$ cat config.mk
export PLATFORM = sky130hd
export DESIGN_NAME = fetch_unit
export DESIGN_NICKNAME = d
export VERILOG_FILES = /design/src/rtl/fetch_unit.sv
export SDC_FILE = /design/constraint.sdc
export NUM_CORES = 1
export LEC_CHECK = 0
export BUFFER_PORTS_ARGS = -buffer_cell sky130_fd_sc_hd__buf_4
export CAP_MARGIN = 10
export CORE_UTILIZATION = 40
export CTS_BUF_LIST = sky130_fd_sc_hd__clkbuf_16
export DETAILED_ROUTE_END_ITERATION = 8
export GPL_TIMING_DRIVEN = 1
export HOLD_SLACK_MARGIN = 0.06
export PLACE_DENSITY = 0.67
export SLEW_MARGIN = 20
export SYNTH_ARGS = -nofsm -noshare
export SYNTH_HDL_FRONTEND = slang
export SYNTH_SLANG_ARGS = --single-unit
$ cat constraint.sdc
create_clock -name clk -period 6.9 [get_ports clk]
set_clock_uncertainty 0.05 [all_clocks]
set_input_delay 2.07 -clock clk [delete_from_list [all_inputs] [get_ports clk]]
set_output_delay 2.07 -clock clk [all_outputs]
set_load 0.01 [all_outputs]
$ cat src/rtl/fetch_unit.sv
// ----------------------------------------------------------------------------
// fetch_unit
//
// Purpose:
//   Multi-cycle instruction fetch front end. It requests one instruction word
//   from instruction memory, latches it, presents its decoded fields and
//   immediate to the controller for one or more EXEC cycles, then advances
//   the PC to either PC+4 or PC+ImmExt. A target that is not word aligned
//   parks the unit in HALT with a sticky misalign flag until reset.
//
// States:
//   state | meaning
//   ------+----------------------------------------------------------------
//   FETCH | imem_req high with imem_addr = PC, waiting for imem_ack
//   EXEC  | Instr valid, issue_valid high; advance PC unless stalled
//   HALT  | misaligned target seen; idle until reset
//
// Ports:
//   clk, reset             clock, synchronous active-high reset
//   imem_req, imem_addr    fetch request and address (address = PC)
//   imem_ack, imem_rdata   fetch completion and instruction word (same cycle)
//   op, funct3, funct7b5   decoded fields of the latched instruction
//   ImmSrc                 immediate format select: 00 I, 01 S, 10 B, 11 J
//   PCSrc                  next PC select: 1 PC+ImmExt, 0 PC+4
//   stall                  hold the current instruction in EXEC
//   issue_valid            Instr/ImmExt/controller outputs valid this cycle
//   Instr, PC, PCPlus4     instruction register, current PC, PC+4
//   ImmExt                 sign-extended immediate
//   misalign               sticky misaligned-target fault
// ----------------------------------------------------------------------------
module fetch_unit #(
    parameter logic [31:0] RESET_PC = 32'h0000_0000
) (
    input  logic        clk,
    input  logic        reset,
    output logic        imem_req,
    output logic [31:0] imem_addr,
    input  logic        imem_ack,
    input  logic [31:0] imem_rdata,
    output logic [6:0]  op,
    output logic [2:0]  funct3,
    output logic        funct7b5,
    input  logic [1:0]  ImmSrc,
    input  logic        PCSrc,
    input  logic        stall,
    output logic        issue_valid,
    output logic [31:0] Instr,
    output logic [31:0] PC,
    output logic [31:0] PCPlus4,
    output logic [31:0] ImmExt,
    output logic        misalign
);

    localparam logic [31:0] NOP = 32'h0000_0013;

    typedef enum logic [1:0] {
        FETCH = 2'd0,
        EXEC  = 2'd1,
        HALT  = 2'd2
    } state_t;

    state_t      state;
    state_t      state_next;
    logic [31:0] pc_q;
    logic [31:0] instr_q;
    logic        misalign_q;
    logic [31:0] pc_target;
    logic [31:0] pc_next;
    logic        load_instr;
    logic        load_pc;
    logic        set_misalign;

    always_ff @(posedge clk) begin
        if (reset) begin
            state      <= FETCH;
            pc_q       <= RESET_PC;
            instr_q    <= NOP;
            misalign_q <= 1'b0;
        end else begin
            state <= state_next;
            if (load_instr) begin
                instr_q <= imem_rdata;
            end
            if (load_pc) begin
                pc_q <= pc_next;
            end
            if (set_misalign) begin
                misalign_q <= 1'b1;
            end
        end
    end

    always_comb begin
        ImmExt = 32'h0000_0000;
        case (ImmSrc)
            2'b00: ImmExt = {{20{instr_q[31]}}, instr_q[31:20]};
            2'b01: ImmExt = {{20{instr_q[31]}}, instr_q[31:25], instr_q[11:7]};
            2'b10: ImmExt = {{19{instr_q[31]}}, instr_q[31], instr_q[7],
                             instr_q[30:25], instr_q[11:8], 1'b0};
            2'b11: ImmExt = {{11{instr_q[31]}}, instr_q[31], instr_q[19:12],
                             instr_q[20], instr_q[30:21], 1'b0};
            default: ImmExt = 32'h0000_0000;
        endcase
    end

    // Both adders wrap naturally at 32 bits.
    assign PCPlus4   = pc_q + 32'd4;
    assign pc_target = pc_q + ImmExt;
    assign pc_next   = PCSrc ? pc_target : PCPlus4;

    always_comb begin
        state_next   = state;
        load_instr   = 1'b0;
        load_pc      = 1'b0;
        set_misalign = 1'b0;
        imem_req     = 1'b0;
        issue_valid  = 1'b0;
        case (state)
            FETCH: begin
                imem_req = 1'b1;
                if (imem_ack) begin
                    load_instr = 1'b1;
                    state_next = EXEC;
                end
            end
            EXEC: begin
                issue_valid = 1'b1;
                if (!stall) begin
                    if (pc_next[1:0] == 2'b00) begin
                        load_pc    = 1'b1;
                        state_next = FETCH;
                    end else begin
                        // PC keeps the address of the offending instruction.
                        set_misalign = 1'b1;
                        state_next   = HALT;
                    end
                end
            end
            HALT: begin
                state_next = HALT;
            end
            default: begin
                state_next = FETCH;
            end
        endcase
        // Reset takes effect on the next edge, but the handshake outputs must
        // already be quiet while it is held.
        if (reset) begin
            imem_req    = 1'b0;
            issue_valid = 1'b0;
        end
    end

    assign imem_addr = pc_q;
    assign PC        = pc_q;
    assign Instr     = instr_q;
    assign misalign  = misalign_q;
    assign op        = instr_q[6:0];
    assign funct3    = instr_q[14:12];
    assign funct7b5  = instr_q[30];

endmodule

-- After elaboration in Yosys (flattened, before gate mapping)
Index checks and enable logic that the tools add are counted.
- multiplexer cells: 18
- equality and inequality tests: 7
- add/subtract/negate cells: 2
- reductions and logical operators: 4
- operator list (kind ; number):
    32-bit one-hot mux with 4 select lines ; 1
    32-bit by 3-bit adder with 32-bit output, second input constant ; 1
    32-bit adder ; 1
    32-bit 2-to-1 mux ; 1
    1-bit 2-to-1 mux ; 12
    2-bit equality test, second input constant ; 3
    2-bit logical NOT ; 3
    2-bit 2-to-1 mux ; 3
    2-bit one-hot mux with 3 select lines ; 1
    2-bit by 1-bit equality test with 1-bit output, second input constant ; 2
    2-bit inequality test, second input constant ; 2
    2-bit AND reduction ; 1
- register bits: 67
- input port bits: 39
- output and inout port bits: 174
- logic and storage cells: 35

-- Longest topological paths before layout
- depth after elaboration: 8
- gate-level depth with buffers: 14
- gate-level depth less buffers: 13

-- Worst setup path after synthesis
Ideal clock, no wire load.
- path kind: input-to-reg
- from: input ImmSrc[1]
- to: register pc_q[24], in the netlist PC[24]
- arrival time: 5.001 ns
- stages: 14
- library setup time: 0.079 ns
- data required time: 6.771 ns
- setup slack: 1.770 ns
- buffers on the path: 2
- cells stage by stage: clkbuf_1 -> clkbuf_1 -> nor2_1 -> ha_1 -> fa_1 -> a21oi_1 -> o221ai_4 -> o2111ai_2 -> nand4_1 -> a31oi_2 -> nor2_1 -> o21a_1 -> mux2_4 -> a211oi_2
- longest elaborated chain between the ends: 8
- elaborated cells on any way between the ends: 11
- classes of those cells: add/sub (1); eq/ne (3); mux (5); reduce/logical (2)
- ends and longest elaborated chain (item ; line ; text):
    from (decl) ; 43 ; input logic [1:0] ImmSrc,
    2-bit equality test (tied with other cells) ; 95 ; case (ImmSrc)
    32-bit one-hot mux with 4 select lines (*) ; 95 ;
    named net ImmExt[0] ; 50 ; output logic [31:0] ImmExt,
    32-bit adder (*) ; 108 ; assign pc_target = pc_q + ImmExt;
    32-bit 2-to-1 mux (*) ; 109 ; assign pc_next = PCSrc ? pc_target : PCPlus4;
    2-bit logical NOT ; 129 ; if (pc_next[1:0] == 2'b00) begin
    1-bit 2-to-1 mux ; 129 ;
    1-bit 2-to-1 mux ; 128 ; if (!stall) begin
    1-bit 2-to-1 mux ; 118 ; case (state)
    to (signal assigned) ; 85 ; pc_q <= pc_next;
    to (decl) ; 64 ; logic [31:0] pc_q;
Mark *: on every way through the listed nets, which the timed path passes. The rest lies on a longest branch. The select of a mux whose other input is x is not followed.
A chain may end at the register's enable or synchronous reset.

-- Worst setup path after layout
- from: register pc_q[2], in the netlist PC[2]
- to: output PCPlus4[30]
- longest elaborated chain between the ends: 1
- ends and longest elaborated chain (item ; line ; text):
    32-bit by 3-bit adder with 32-bit output ; 107 ; assign PCPlus4 = pc_q + 32'd4;
    to (decl) ; 49 ; output logic [31:0] PCPlus4,
Every way passes these cells.

==> flow_results.org <==
** Run status
- Result of the run :: completed

** Detailed routing
- In this run, the number of DRC markers left after iteration 0 of detailed routing was 366.
- Total wire length :: 18300 um
- The highest metal layer carrying signal wires in the routed design is met4.
- Drt pass-1 iters :: 5
- The final route contains 6003 vias.
- Antenna-violating nets left :: 0
- After detailed routing, the met2 layer carries 8240 um of wire.
- In the detailed route, the total length drawn on met3 is 1330 um.
- Per-cell routed wire length :: 16.8 um
- In the routed layout, each cell is associated on average with a via count of 5.51.
- Routed metal-1 wirelength :: 8440 um
- In the routed design, unresolved DRC markers number 0.

** Pwr
- Switch Pwr :: 0.000389 W
- Net switching is 33.2% of the power.
- Relative contribution of combinational cells to total power :: 24.1%
- Registers are responsible for 37.0% of the overall power.
- Summed over all cells, the static leakage comes to 3.36 nW.
- The worst-case IR drop observed on VDD is 0.101 mV.
- Power Internal :: 0.000783 W
- For this design the ratio of total power to cell area is 162 mW/mm^2.
- Fraction of power consumed by the clock network :: 38.9%

** Synthesis
- Of all cell types, the one taking the most synthesized area is sky130_fd_sc_hd__dfxtp_1.
- Area share of the largest cell type after synthesis :: 23.4%
- Synthesized instance count :: 780
- Net count after synthesis :: 852
- A synthesized cell averages 7.34 sq um.
- Synth top area cells :: sky130_fd_sc_hd__dfxtp_1 (23%), sky130_fd_sc_hd__buf_4 (8.3%), sky130_fd_sc_hd__nand2_1 (8.3%)
- Area of the mapped netlist :: 0.00573 sq mm
- Register area share after synthesis :: 23.4%
- Flop and latch count out of synthesis :: 67
- The synthesized design contains 0 enable-type register cells.
- Distinct cell type count after synthesis :: 64
- Fraction of registers with async set or reset after synthesis :: 0%
- Among all flip-flop cells after synthesis, the most frequent one is sky130_fd_sc_hd__dfxtp_1.
- For this run, the number of Yosys warnings is 0.

** Min path
- Worst min path class :: register to register
- Start point of the worst min-delay path :: misalign
- Worst-case hold path end point :: misalign
- Count of cells along the worst hold path :: 2

** Setup path
- In this run the number of cells on the critical path is 8.
- Capturing element type of the critical path :: output pin
- Delay contributed by the slowest stage of the critical path :: 0.71 ns
- The endpoint identified for the worst register-to-register timing path is PC[31].
- Among all stages on the critical path, the largest delay is contributed by sky130_fd_sc_hd__nor3_1.
- Beginning of the worst register-to-register path :: Instr[31]
- The worst setup path is launched from a register.
- The critical path is of the register to output pin type.
- In this run the register-to-register setup slack is 3.14 ns.
- Counting both buffers and inverters, the worst setup path holds a total of 1.
- Cell family with the largest share of critical-path delay :: simple AND/OR/NAND/NOR gates
- Walking the worst path, the cells encountered are ha_1 > nand3_1 > nor3_1 > nand2_1 > nor2_1 > and3_1 > xor2_1 > buf_4.
- Data arrives at the worst endpoint at 3.26 ns.
- Along the worst path, the maximum fanout reaches 9.
- Reg2reg path depth :: 13
- At the worst endpoint, the required time is 4.78 ns.

** Clock network
- Clock tree from TritonCTS :: built
- Clock latency on the worst-skew pair :: 0.35 ns
- Setup Buffers After CTS :: 0
- Clock-pin slew on the worst setup and hold paths :: 0.06 ns
- The H-tree was split into 3 levels.
- Clk sink count :: 67
- Number of buffers on the longest clock path :: 2
- The number of hold buffers added after CTS was 0.
- CTS Buf Count :: 9
- Clock tree root driver cell :: sky130_fd_sc_hd__clkbuf_16
- In this run, post-CTS repair resized a total of 0 instances.

** Flow run
- Max-cap violations in this run came to 0.

** Finish
- The number of antenna diodes in the final layout is 0.
- Summing all multi-input logic gate instances after layout gives 0.00370 sq mm.
- Once layout is done, the placed cells without fillers occupy 0.00724 sq mm.
- Final cell utilization of the core :: 52.0%
- Number of nets in the layout :: 977
- Layout cell share with drive strength beyond 1 :: 29.0%
- The library cell used most frequently in the layout, excluding fill and tap cells, is sky130_fd_sc_hd__buf_4.
- Most frequent cells in the layout :: sky130_fd_sc_hd__buf_4 (219), sky130_fd_sc_hd__nand2_1 (126), sky130_fd_sc_hd__a21oi_1 (91), sky130_fd_sc_hd__dfxtp_1 (67), sky130_fd_sc_hd__nor2_1 (59)
- Counting the fill cells in the layout gives 1384.
- Post-synthesis to final-layout area growth :: 26.5%
- Across the whole layout, storage elements account for 0.00134 sq mm.

** STA
- Setup repair after global routing left no endpoint under its margin.
- Transition time at the pin with the least slew margin :: 0.894 ns
- Max-slew violations :: 0
- Final hold slack :: 0.405 ns
- Fin crit share :: 78.0%
- Setup violations remaining at the end of the flow were counted as 0.
- Summed over all failing endpoints, the final setup total negative slack is 0 ns.
- Relative slew margins :: 40.2%
- Number of hold-slack violations in the final timing report :: 0
- Top achievable clock speed :: 186 MHz
- Min Tclk post-route :: 5.38 ns

** Floorplanning
- Full die area :: 0.0148 sq mm
- The floorplan step set the die height to 122 um.
- The initialized floorplan defines 43 standard-cell rows.
- Horiz. Die Dim :: 122 um
- Placeable core region :: 0.0139 sq mm
- Effective utilization at floorplan :: 41.1%
- For this design the top-level I/O count stands at 213.

** Placed design
- Summing all placed instances gives a cell area of 0.00696 sq mm.
- Post-DP HPWL :: 13500 um
- Routability congestion estimate :: 0.890
- Count of input and output buffers :: 212

** Global routing
- Wire length of the first global-routing pass :: 28500 um
- Global routing usage summed across all routing layers :: 24.8%
- Maximum number of pins on one net before global-route repair :: 65
- The number of antenna violations at the first check in global routing was 0.
- After global routing the overflow that remains totals 0.
- Via count of the first global-routing pass :: 5280
[flip-flops by register name, indices dropped and copies added, names as in the netlist]
name	cells
Instr	32
PC	32
state	2
misalign	1
[area by class of cell]
| cell class | count | share of cell area (%) |
|---|---|---|
| multi-input cells | 594 | 51.1 |
| repair buffers | 219 | 22.7 |
| flip-flops and latches | 67 | 18.5 |
| clock buffers | 9 | 3.11 |
| well taps | 180 | 3.11 |
| clock inverters | 7 | 0.777 |
| inverters | 14 | 0.726 |
[cell usage after synthesis, types with 5 or more instances]
cell type                  instances
sky130_fd_sc_hd__dfxtp_1          67
sky130_fd_sc_hd__mux2i_1           6
sky130_fd_sc_hd__inv_1            14
sky130_fd_sc_hd__a21oi_1          91
sky130_fd_sc_hd__nand3_1          24
sky130_fd_sc_hd__nand2b_1          5
sky130_fd_sc_hd__o21a_1            5
sky130_fd_sc_hd__nor4b_1           6
sky130_fd_sc_hd__clkbuf_1         32
sky130_fd_sc_hd__nor3_1           14
sky130_fd_sc_hd__a31oi_1           8
sky130_fd_sc_hd__nand2_1         126
sky130_fd_sc_hd__nand4_1          11
sky130_fd_sc_hd__xor2_1           26
sky130_fd_sc_hd__buf_1             5
sky130_fd_sc_hd__and3_1           18
sky130_fd_sc_hd__buf_4            63
sky130_fd_sc_hd__xnor2_1          28
sky130_fd_sc_hd__o21ai_0          34
sky130_fd_sc_hd__a31o_2           10
sky130_fd_sc_hd__a311oi_1          5
sky130_fd_sc_hd__ha_1             32
sky130_fd_sc_hd__a22oi_1           6
sky130_fd_sc_hd__nor2_1           59
sky130_fd_sc_hd__a211oi_1          7
sky130_fd_sc_hd__a21o_1            7
[worst reg2reg max path, cell delays in order, from the launching register on]
cell	delay [ns]
sky130_fd_sc_hd__dfxtp_1	0.31
sky130_fd_sc_hd__buf_4	0.32
sky130_fd_sc_hd__a21boi_1	0.53
sky130_fd_sc_hd__a31o_2	0.21
sky130_fd_sc_hd__ha_1	0.31
sky130_fd_sc_hd__a21oi_1	0.27
sky130_fd_sc_hd__o21ai_0	0.16
sky130_fd_sc_hd__nand2_1	0.10
sky130_fd_sc_hd__nand3b_1	0.10
sky130_fd_sc_hd__a2111oi_2	0.47
sky130_fd_sc_hd__nor2_1	0.09
sky130_fd_sc_hd__o21ai_0	0.38
sky130_fd_sc_hd__mux2i_1	0.23
sky130_fd_sc_hd__nand4_1	0.10
[worst max path at each step]
| stage | startpoint | end | slack (ns) |
|---|---|---|---|
| floorplan | ImmSrc[1] | PC[24] | 1.77 |
| global placement | ImmSrc[0] | PC[23] | 1.73 |
| detailed placement | ImmSrc[1] | PC[31] | 1.64 |
| CTS | PC[2] | PCPlus4[30] | 1.56 |
| global route | PC[2] | PCPlus4[30] | 1.35 |
| finish | PC[2] | PCPlus4[30] | 1.52 |
[power groups by stage]
stage          logic, W  clock network, W  registers (W)
2_1_floorplan  0.000173                 0       0.000444
3_3_place_gp   0.000280                 0       0.000442
3_5_place_dp   0.000282                 0       0.000442
4_1_cts        0.000283          0.000461       0.000434
5_1_grt        0.000308          0.000483       0.000437
6_report       0.000282          0.000456       0.000434
[logic make-up after synthesis]
family / after synthesis / share of synthesized area [%]
AND/OR/NAND/NOR: 292 / 24.1
AO/OA/AOI/OAI: 208 / 23.4
buffers and inverters: 119 / 12.1
flip-flops: 67 / 23.4
XOR/XNOR: 54 / 8.26
adder cells (fa/ha/maj): 33 / 7.34
multiplexers: 7 / 1.31
[metal layers]
| layer | global-route usage [%] | vias up |
|---|---|---|
| met5 | 0 | - |
| met3 | 5.62 | 21 |
| li1 | - | 2969 |
| met1 | 33.7 | 2763 |
| met2 | 38.7 | 250 |
| met4 | 7.87 | 0 |
[per-stage QoR]
step / instances / setup slack [ns] / total power [W]
2_1_floorplan: 780 / 1.77 / 0.000617
3_5_place_dp: 1074 / 1.64 / 0.000724
3_3_place_gp: 1074 / 1.73 / 0.000722
5_1_grt: 1090 / 1.35 / 0.00123
4_1_cts: 1090 / 1.56 / 0.00118
6_report: 1090 / 1.52 / 0.00117
Power figures use the tool's default switching activity.
